$ cat config.mk
export PLATFORM = sky130hd
export DESIGN_NAME = bht_update_scheduler_flat
export DESIGN_NICKNAME = d
export VERILOG_FILES = /design/src/rtl/bht_update_scheduler_if.sv /design/src/rtl/bht_update_scheduler.sv /design/src/flat_wrapper.sv
export SDC_FILE = /design/constraint.sdc
export NUM_CORES = 1
export LEC_CHECK = 0
export CORE_MARGIN = 5
export CORE_UTILIZATION = 55
export CTS_CLUSTER_DIAMETER = 50
export DETAILED_ROUTE_END_ITERATION = 7
export HOLD_SLACK_MARGIN = 0.12
export PLACE_DENSITY_LB_ADDON = 0.08
export SLEW_MARGIN = 10
export SYNTH_ARGS = -nofsm -noshare
export SYNTH_HDL_FRONTEND = slang
export SYNTH_SLANG_ARGS = --single-unit
$ cat constraint.sdc
create_clock -name clk -period 9 [get_ports clk]
set_input_delay 0.9 -clock clk [delete_from_list [all_inputs] [get_ports clk]]
set_output_delay 0.9 -clock clk [all_outputs]
set_load 0.02 [all_outputs]
$ cat src/rtl/bht_update_scheduler_if.sv
// IF-stage lookup and ID-stage resolved-branch update channel of the BHT scheduler.
// The master drives lookups and updates; the slave returns the prediction and queue readiness.
interface bht_update_scheduler_if #(
  parameter int IDX_W = 5
);
  logic [IDX_W-1:0] lookup_idx_IF;
  logic             pred_taken;
  logic             upd_valid;
  logic [IDX_W-1:0] upd_idx;
  logic             upd_taken;
  logic             upd_ready;

  modport master (
    output lookup_idx_IF, upd_valid, upd_idx, upd_taken,
    input  pred_taken, upd_ready
  );

  modport slave (
    input  lookup_idx_IF, upd_valid, upd_idx, upd_taken,
    output pred_taken, upd_ready
  );
endinterface

$ cat src/rtl/bht_update_scheduler.sv
// 2-bit BHT with init/clear walker and resolved-update queue; combinational lookup, update visible one edge after acceptance.
// upd_ready = RUN and queue not full; refused updates are counted in drop_cnt; drains are held while the hazard stall is high.
module bht_upd_fifo #(
  parameter int W     = 6,
  parameter int DEPTH = 4
) (
  input  logic         clk,
  input  logic         rst_n,
  input  logic         flush,
  input  logic         push,
  input  logic [W-1:0] push_dat,
  input  logic         pop,
  output logic [W-1:0] pop_dat,
  output logic         full,
  output logic         empty
);
  localparam int AW = $clog2(DEPTH);

  logic [W-1:0] mem [DEPTH];
  logic [AW:0]  wr_ptr;
  logic [AW:0]  rd_ptr;

  // Extra pointer MSB tells full from empty when the address bits match.
  always_ff @(posedge clk) begin
    if (!rst_n || flush) begin
      wr_ptr <= '0;
      rd_ptr <= '0;
    end else begin
      if (push) wr_ptr <= wr_ptr + (AW+1)'(1);
      if (pop)  rd_ptr <= rd_ptr + (AW+1)'(1);
    end
  end

  always_ff @(posedge clk) begin
    if (push) mem[wr_ptr[AW-1:0]] <= push_dat;
  end

  assign pop_dat = mem[rd_ptr[AW-1:0]];
  assign empty   = (wr_ptr == rd_ptr);
  assign full    = (wr_ptr[AW] != rd_ptr[AW]) && (wr_ptr[AW-1:0] == rd_ptr[AW-1:0]);
endmodule

module bht_update_scheduler #(
  parameter int         IDX_W      = 5,
  parameter int         FIFO_DEPTH = 4,
  parameter logic [1:0] CNT_INIT   = 2'b01,
  parameter int         DROP_W     = 8
) (
  input  logic                  clk,
  input  logic                  rst_n,
  bht_update_scheduler_if.slave bus,
  input  logic                  brch_hazard_stall,
  input  logic                  clr_req,
  output logic                  busy,
  output logic [DROP_W-1:0]     drop_cnt
);
  typedef enum logic {ST_INIT, ST_RUN} state_t;

  typedef struct packed {
    logic [IDX_W-1:0] idx;
    logic             taken;
  } upd_t;

  localparam logic [IDX_W-1:0] IDX_LAST = '1;

  state_t           state, state_nxt;
  logic [IDX_W-1:0] init_idx, init_idx_nxt;
  logic             init_wr;
  logic [1:0]       bht [2**IDX_W];

  logic upd_ready;
  logic q_push, q_pop, q_flush, q_full, q_empty;
  upd_t push_dat, head;

  function automatic logic [1:0] sat_inc(input logic [1:0] c);
    return (c == 2'b11) ? c : c + 2'd1;
  endfunction

  function automatic logic [1:0] sat_dec(input logic [1:0] c);
    return (c == 2'b00) ? c : c - 2'd1;
  endfunction

  always_ff @(posedge clk) begin
    if (!rst_n) begin
      state    <= ST_INIT;
      init_idx <= '0;
    end else begin
      state    <= state_nxt;
      init_idx <= init_idx_nxt;
    end
  end

  always_comb begin
    state_nxt    = state;
    init_idx_nxt = init_idx;
    busy         = 1'b0;
    init_wr      = 1'b0;
    unique case (state)
      ST_INIT: begin
        busy    = 1'b1;
        init_wr = 1'b1;
        if (clr_req) begin
          init_idx_nxt = '0;
        end else if (init_idx == IDX_LAST) begin
          state_nxt    = ST_RUN;
          init_idx_nxt = '0;
        end else begin
          init_idx_nxt = init_idx + IDX_W'(1);
        end
      end
      ST_RUN: begin
        if (clr_req) begin
          state_nxt    = ST_INIT;
          init_idx_nxt = '0;
        end
      end
    endcase
  end

  assign upd_ready     = (state == ST_RUN) && !q_full;
  assign bus.upd_ready = upd_ready;
  assign q_push        = bus.upd_valid && upd_ready;
  // A clear in the same cycle wins over a drain: the walk rewrites the table anyway.
  assign q_pop         = (state == ST_RUN) && !q_empty && !brch_hazard_stall && !clr_req;
  assign q_flush       = clr_req || (state == ST_INIT);
  assign push_dat      = {bus.upd_idx, bus.upd_taken};

  bht_upd_fifo #(
    .W     ($bits(upd_t)),
    .DEPTH (FIFO_DEPTH)
  ) u_upd_q (
    .clk      (clk),
    .rst_n    (rst_n),
    .flush    (q_flush),
    .push     (q_push),
    .push_dat (push_dat),
    .pop      (q_pop),
    .pop_dat  (head),
    .full     (q_full),
    .empty    (q_empty)
  );

  // Table has no reset; the walk after reset defines every entry.
  always_ff @(posedge clk) begin
    if (rst_n) begin
      if (init_wr) begin
        bht[init_idx] <= CNT_INIT;
      end else if (q_pop) begin
        bht[head.idx] <= head.taken ? sat_inc(bht[head.idx]) : sat_dec(bht[head.idx]);
      end
    end
  end

  assign bus.pred_taken = (state == ST_RUN) ? bht[bus.lookup_idx_IF][1] : 1'b0;

  always_ff @(posedge clk) begin
    if (!rst_n) begin
      drop_cnt <= '0;
    end else if (bus.upd_valid && !upd_ready && (drop_cnt != '1)) begin
      drop_cnt <= drop_cnt + DROP_W'(1);
    end
  end
endmodule

$ cat src/flat_wrapper.sv
// flat-port wrapper written by rule: the top's interface ports become plain ports
module bht_update_scheduler_flat 
#(
  parameter int         IDX_W      = 5,
  parameter int         FIFO_DEPTH = 4,
  parameter logic [1:0] CNT_INIT   = 2'b01,
  parameter int         DROP_W     = 8
)
  (clk, rst_n, brch_hazard_stall, clr_req, busy, drop_cnt, bus_lookup_idx_IF, bus_upd_valid, bus_upd_idx, bus_upd_taken, bus_pred_taken, bus_upd_ready);
  bht_update_scheduler_if #(.IDX_W(IDX_W)) bus_i ();
  input  logic clk;
  input  logic rst_n;
  input  logic brch_hazard_stall;
  input  logic clr_req;
  output logic busy;
  output logic [DROP_W-1:0] drop_cnt;
  input wire logic [$bits(bus_i.lookup_idx_IF)-1:0] bus_lookup_idx_IF;
  input wire logic [$bits(bus_i.upd_valid)-1:0] bus_upd_valid;
  input wire logic [$bits(bus_i.upd_idx)-1:0] bus_upd_idx;
  input wire logic [$bits(bus_i.upd_taken)-1:0] bus_upd_taken;
  output wire logic [$bits(bus_i.pred_taken)-1:0] bus_pred_taken;
  output wire logic [$bits(bus_i.upd_ready)-1:0] bus_upd_ready;
  assign bus_i.lookup_idx_IF = bus_lookup_idx_IF;
  assign bus_i.upd_valid = bus_upd_valid;
  assign bus_i.upd_idx = bus_upd_idx;
  assign bus_i.upd_taken = bus_upd_taken;
  assign bus_pred_taken = bus_i.pred_taken;
  assign bus_upd_ready = bus_i.upd_ready;
  bht_update_scheduler #(.IDX_W(IDX_W), .FIFO_DEPTH(FIFO_DEPTH), .CNT_INIT(CNT_INIT), .DROP_W(DROP_W)) u_core (.clk(clk), .rst_n(rst_n), .bus(bus_i), .brch_hazard_stall(brch_hazard_stall), .clr_req(clr_req), .busy(busy), .drop_cnt(drop_cnt));
endmodule
== Yosys cells after proc, flatten, opt, wreduce, memory -nomap -nowiden ==
Memories as Yosys holds them, arrays and structs flattened. A register that Yosys moved wholly into a read port is not among the register bits.
Cells that the tools add are included.
W data, S select, Z words.
Storage, ports and cells
  memories kept: 2
  register bits: 20
  word-level logic and storage cells: 65
  output and inout port bits: 11
  memory bits (writable): 88
Memory list
  u_core.bht: depth 32, width 2, rd ports 2, clocked after memory_dff 0, wr ports 1, RTL line bht_update_scheduler.sv:69  | logic [1:0] bht [2**IDX_W];
  u_core.u_upd_q.mem: depth 4, width 6, rd ports 1, clocked after memory_dff 1, wr ports 1, RTL line bht_update_scheduler.sv:19  | logic [W-1:0] mem [DEPTH];
Operators by class
  muxes and demuxes: 26
  $add $sub $neg: 6
  reductions and logical operators: 18
  equal/unequal tests: 7
  bitwise operators: 1
Operators with widths (number)
  $mux W5: 4
  $mux W1: 14
  $mux W2: 6
  $pmux W5 S2: 1
  $add A8 B1 Y8 const B: 1
  $logic_and A1 B1 Y1: 8
  $ne A8 B8 Y1 const B: 1
  $add A3 B1 Y3 const B: 2
  $logic_not A1 Y1: 6
  $add A5 B1 Y5 const B: 1
  $eq A5 B5 Y1 const B: 1
  $eq A3 B3 Y1: 1
  $add A2 B1 Y2 const B: 1
  $eq A2 B2 Y1: 1
  $eq A2 B2 Y1 const B: 1
  $logic_not A2 Y1: 1
  $logic_or A1 B1 Y1: 2
  $ne A2 B2 Y1 const B: 1
  $pmux W1 S2: 1
  $reduce_or A2 Y1: 1
  $sub A2 B1 Y2 const B: 1
  $ne A1 B1 Y1: 1
  $not A1 Y1: 1

== Logic depth before layout (Yosys ltp) ==
Gate-level depths: netlist (run 1).
  depth after elaboration: 11
  mapped depth: 9
  gate-level depth less buffers: 7

== By module ==
A second synthesis (run 1) with hierarchy kept.
Unflattened totals
  cell total of the unflattened synthesis: 369
  area, all modules: 5064.9 um^2
By module, submodules not included
  bht_update_scheduler: cells each 297, area an instance 3791.1 um^2, sequential area each 2202.1 um^2, times used 1
  bht_upd_fifo: cells each 72, area an instance 1273.7 um^2, sequential area each 880.8 um^2, times used 1

== Worst setup path after synthesis (run 1) ==
OpenSTA, ideal clock, no wires.
  path type: input-to-output
  start: input bus_lookup_idx_IF[0]
  end: output bus_pred_taken
  arrival: 2571 ps
  cell stages on the path: 5
  required time: 8100 ps
  setup slack: 5529 ps
  cell sequence: clkbuf_1 mux4_2 mux4_2 mux2i_1 nor2_1
On the way
  word-level cells in the longest chain between the ends: 2
RTL lines
  start, declared: RTL line flat_wrapper.sv:17  | input wire logic [$bits(bus_i.lookup_idx_IF)-1:0] bus_lookup_idx_IF;
  $mem_v2 Z32 W2
  $mux W1: RTL line bht_update_scheduler.sv:154  | assign bus.pred_taken = (state == ST_RUN) ? bht[bus.lookup_idx_IF][1] : 1'b0;
  end, declared: RTL line flat_wrapper.sv:21  | output wire logic [$bits(bus_i.pred_taken)-1:0] bus_pred_taken;
Every way passes these cells.

== Worst setup path after layout (run 1) ==
Same ends and word-level chain as after synthesis.

==> out/metrics.csv, run 1 <==
metric,value,unit
VDD IR max,84.9,uV
Nets,420,
initial antenna violation count,0,
sequential share of the synthesized area,0.603,
HP Class,flop to flop,
CP endpoint kind,output pin,
Int Power,0.722,mW
via count,3059,
io pins,27,
ys async rst share,0,
final setup fails,0,
Final Hold Viols,0,
FMAX,221,MHz
core footprint,9150,um^2
Net Sw Frac,0.211,
CTS hold repair buffers,0,
register area,3080,um^2
starting density of the core,0.558,
first-pass GRT wire length,16600,um
CTS Root Buffer Type,clkbuf_8,
Critical Path Start,bus_lookup_idx_IF[0],
Mapped Avg Cell Area,13.6,um^2
Max Slew Vio Count,0,
"Data arrival, critical path",3630,ps
"slowest stage delay, CP",800,ps
routability congestion estimate,0.785,
clock-pin slew on the worst setup and hold paths,100,ps
Synthesis Warnings,0,
Clock Power Share,0.373,
number of global-route vias before repair,3149,
Rel. slew slack,0.388,
Rows,35,
total gr overflow,0,
total CTS buffers,9,
slew of the pin with the lowest slew margin,919,ps
Ant. Diodes,0,
initial DRC count,230,
Setup TNS,0,ps
Fillers,721,
total track usage,0.191,
layout cells sized above 1,0.0998,
Placed Area,5430,um^2
worst-skew pair later-pin latency,370,ps
Post-CTS Setup Repair Bufs,0,
die area,11300,um^2
leakage,2.02,nW
Resize count post-CTS,0,
post-detail-place hpwl,7050,um
fin crit period,4530,ps
NetSw,0.193,mW
hold wc startpoint,u_core.u_upd_q.wr_ptr[2],
die width,106,um
Critical Path RT,8100,ps
CTS tree,built,
design area,5660,um^2
power per cell area,162,nW/um^2
height of the die,106,um
Post-Syn Nets,399,
Post-synth EDFFs,88,
RSZ-0062 raised after global routing,no,
Comb power frac,0.030,
maxcap violations,0,
"Slowest-stage cell, CP",clkdlybuf4s50_1,
first-pass detailed-route iteration total,4,
Syn-to-layout area delta,10.7,%
drt wl/cell,19.8,um
H-tree depth,3,
synthesized flop and latch total,110,
crit-path max FO,8,
Synth Cell Area,5110,um^2
clock sinks,110,
CP Cell Sequence,clkdlybuf4s50_1 -> mux4_2 -> mux4_2 -> mux2i_1 -> nor2_1 -> clkdlybuf4s50_1,
final worst-path cycle share,0.503,
Seq pwr share,0.597,
Max Root-Sink Buffers,2,
routed vias/inst,5.97,
outcome,completed,
IO Port Bufs,26,
WL final,10100,um
# DRC,0,
multi-input logic area,1910,um^2
Synth cell types,41,
antenna violation net count after detailed routing,0,
Post-synth top flop,edfxtp_1,
largest net degree at the start of global routing,31,
Max Clock Skew,16.9,ps
Worst setup SP type,input port,
Setup CP Type,input port to output pin,
Cells after Synth,375,
## critical path: cells and delay by family
family | cells | cell delay (ps)
multiplexers | 3 | 1290
buffers and inverters | 2 | 1350
AND/OR/NAND/NOR | 1 | 90
## cells in the mapped netlist (all sizes together), types with 3 or more instances
master  number  share of area
edfxtp      88           0.52
nor2        53          0.039
mux2i       51           0.10
dfxtp       22          0.086
mux4        16          0.071
nand2       15          0.011
a21oi       14          0.014
xnor2       12          0.021
clkbuf      10         0.0073
and2         8         0.0098
and3         8         0.0098
buf          8          0.013
ha           8          0.020
a22oi        7          0.012
inv          6         0.0044
nand4        6         0.0073
nor3         5         0.0049
a31oi        4         0.0061
nand2b       4         0.0049
o21ai        4         0.0039
nand3        3         0.0029
nor2b        3         0.0037
nor3b        3         0.0044
## path summary, 6_finish.rpt
| path | endpoint | slack, ps | cells after the start |
|---|---|---|---|
| min | u_core.u_upd_q.wr_ptr[2] | 560 | 2 |
| min reg2reg | u_core.u_upd_q.wr_ptr[2] | 560 | 2 |
| max reg2reg | u_core.bht[4][0] | 5140 | 8 |
| max | bus_pred_taken | 4470 | 6 |
## state kept, by name, indices dropped and copies added (netlist names), named ones only
name,cells
u_core.u_upd_q.wr_ptr,3
u_core.state,1
u_core.bht,64
u_core.init_idx,5
u_core.u_upd_q.mem,24
u_core.drop_cnt,8
u_core.u_upd_q.rd_ptr,3
## layout make-up
cell class	count	share of cell area
Sequential cell	110	0.545
Tap cell	111	0.0245
Multi-Input combinational cell	241	0.337
Timing Repair Buffer	28	0.0487
Inverter	6	0.00398
Clock buffer	9	0.0219
Clock inverter	7	0.0192
## power by group through the flow
stage / registers, mW / clock network, mW / logic (mW)
floorplan: 0.559 / 0 / 0.0124
global route: 0.547 / 0.371 / 0.0301
finish: 0.547 / 0.341 / 0.0272
CTS: 0.547 / 0.349 / 0.0276
detailed placement: 0.558 / 0 / 0.0276
global placement: 0.558 / 0 / 0.0265
## through the flow
| stage | power [mW] | cells | util | setup slack [ps] | hold WS [ps] |
|---|---|---|---|---|---|
| after floorplan | 0.572 | 375 | - | 5530 | 499 |
| after global placement | 0.585 | 496 | 0.593 | 4460 | 519 |
| after detailed placement | 0.586 | 496 | 0.593 | 4400 | 532 |
| after CTS | 0.923 | 512 | 0.618 | 4410 | 555 |
| after global routing | 0.949 | 512 | 0.618 | 4270 | 580 |
| final | 0.915 | 512 | 0.618 | 4470 | 557 |
## kinds of logic (layout without fill, tap and decap cells)
kind of cell,after synthesis,in the layout,synth area share
adder cells (fa/ha/maj),8,8,0.0196
AO/OA/AOI/OAI,34,34,0.0446
XOR/XNOR,14,14,0.0240
multiplexers,67,67,0.170
flip-flops,110,110,0.603
AND/OR/NAND/NOR,118,118,0.114
buffers and inverters,24,50,0.0245
## routing by layer
layer  track usage  wire, um  share of wire  vias up
met5             0         0              0        -
met4        0.0379       121          0.012        0
met3        0.0376       432          0.043        9
met2         0.331      5230           0.52       73
met1         0.252      4330           0.43     1527
li1              -         -              -     1450
## placed cells by master (no fill, tap or decap), drive strengths merged
| cell | count |
|---|---|
| and3 | 8 |
| edfxtp | 88 |
| clkinv | 1 |
| nand3b | 1 |
| mux2i | 51 |
| a22oi | 7 |
| and2 | 8 |
| ha | 8 |
| o21ai | 4 |
| a311oi | 1 |
| inv | 10 |
| nand3 | 3 |
| bufinv | 2 |
| o21a | 1 |
| a21oi | 14 |
| nor4 | 1 |
| buf | 2 |
| or3b | 1 |
| clkbuf | 9 |
| and4 | 1 |
| nor3 | 5 |
| nor2 | 53 |
| and4b | 2 |
| o211ai | 2 |
| mux4 | 16 |
| or2 | 2 |
| clkdlybuf4s50 | 26 |
| xor2 | 2 |
| a31oi | 4 |
| nor2b | 3 |
| o22ai | 1 |
| nand4 | 6 |
| nor4b | 2 |
| nand2b | 4 |
| xnor2 | 12 |
| dfxtp | 22 |
| nor3b | 3 |
| nand2 | 15 |
No activity file was read; power rests on OpenSTA's default activity.
==> inputs of run 2 (changes only) <==
- clock period: 9 -> 4.59 ns (I/O delays scaled with it)
==> run 2 against run 1 <==
Effect of this change: worst hold slack better by 7.8 ps; register-to-register slack worse by 3900 ps; clock skew is 9.0 ps lower; critical path type unchanged.
==> out/metrics.csv, run 2 (synthesis results as in run 1) <==
metric,value,unit
Seq pwr share,0.637,
Rows,35,
final setup fails,0,
die width,106,um
"most common cell after layout, fill and taps aside",edfxtp_1,
Util after Layout,0.615,
Post-CTS Setup Repair Bufs,0,
power per cell area,299,nW/um^2
# DRC,0,
"Data arrival, critical path",3250,ps
largest net degree at the start of global routing,31,
final worst-path cycle share,0.809,
io pins,27,
NetSw,0.378,mW
Clock Power Share,0.331,
H-tree depth,3,
top sig layer,met4,
number of global-route vias before repair,3111,
CTS Root Buffer Type,clkbuf_8,
WL final,10000,um
Worst setup SP type,input port,
clock-pin slew on the worst setup and hold paths,100,ps
worst-skew pair later-pin latency,370,ps
routability congestion estimate,0.807,
leakage,2.00,nW
register with the most flip-flops,u_core.bht,
Largest register FFs,64,
"commonest non-fill, non-tap cells in the layout","edfxtp_1 (88), nor2_1 (53), mux2i_1 (51)",
via count,3049,
VDD IR max,161,uV
Critical Path RT,4130,ps
CP endpoint kind,output pin,
maxcap violations,0,
Nets,422,
FMAX,269,MHz
routed vias/inst,5.93,
post-route total power,1.68,mW
first-pass GRT wire length,16200,um
M1 WL,4270,um
Rel. slew slack,0.394,
Setup CP Type,input port to output pin,
clock sinks,110,
CTS hold repair buffers,0,
post-detail-place hpwl,7050,um
fin crit period,3710,ps
Resize count post-CTS,0,
RSZ-0062 raised after global routing,no,
Net Sw Frac,0.225,
Max Slew Vio Count,0,
outcome,completed,
Placed Area,5440,um^2
Ant. Diodes,0,
initial antenna violation count,0,
HP Class,flop to flop,
crit-path max FO,8,
total CTS buffers,9,
layout cells sized above 1,0.104,
design area,5630,um^2
Max Root-Sink Buffers,2,
CTS tree,built,
met3 WL post-DR,448,um
first-pass detailed-route iteration total,5,
total gr overflow,0,
Comb power frac,0.032,
starting density of the core,0.558,
initial DRC count,215,
Max Clock Skew,7.91,ps
die area,11300,um^2
Int Power,1.30,mW
Syn-to-layout area delta,10.2,%
Setup TNS,0,ps
IO Port Bufs,26,
slew of the pin with the lowest slew margin,909,ps
height of the die,106,um
total track usage,0.188,
WL met2,5050,um
Final Hold Viols,0,
drt wl/cell,19.5,um
worst hold slack,565,ps
core footprint,9150,um^2
antenna violation net count after detailed routing,0,
==> run 2: final timing paths <==
| check | from | cells past startpoint | to | slack [ps] |
|---|---|---|---|---|
| worst max-delay path | bus_lookup_idx_IF[0] | 6 | bus_pred_taken | 880 |
| worst min-delay path | u_core.u_upd_q.rd_ptr[2] | 2 | u_core.u_upd_q.rd_ptr[2] | 560 |
| worst max register to register | flop | 8 | u_core.bht[21][1] | 1190 |
| worst min register to register | u_core.u_upd_q.rd_ptr[2] | 2 | u_core.u_upd_q.rd_ptr[2] | 560 |
==> run 2: layout make-up <==
cell class | count | area, um^2
repair buffers | 30 | 290
inverters | 6 | 22.5
flip-flops and latches | 110 | 3080
clock buffers | 9 | 124
multi-input cells | 241 | 1910
well taps | 111 | 139
fillers | 723 | 3520
clock inverters | 7 | 65.1
==> run 2: power by group through the flow <==
stage | sequential [mW] | clock [mW] | combinational [mW]
global placement | 1.09 | 0 | 0.0524
finish | 1.07 | 0.557 | 0.0535
CTS | 1.07 | 0.569 | 0.0540
global route | 1.07 | 0.612 | 0.0581
floorplan | 1.10 | 0 | 0.0244
detailed placement | 1.09 | 0 | 0.0538
==> run 2: per-layer routing <==
metal | up-vias | global-route usage
met5 | - | 0
met1 | 1475 | 0.241
li1 | 1462 | -
met3 | 20 | 0.0267
met4 | 0 | 0.0805
met2 | 92 | 0.319
==> run 2: metrics by stage <==
stage	cells	worst slack [ps]
6_report	514	877
4_1_cts	514	854
3_5_place_dp	498	857
3_3_place_gp	498	888
5_1_grt	514	762
2_1_floorplan	375	1500
==> run 2: worst max-delay path, stage by stage <==
cell             delay (ps)
clkdlybuf4s50_1         820
mux4_2                  570
mux4_2                  490
mux2i_1                 260
nor2_1                  100
clkdlybuf4s50_1         550
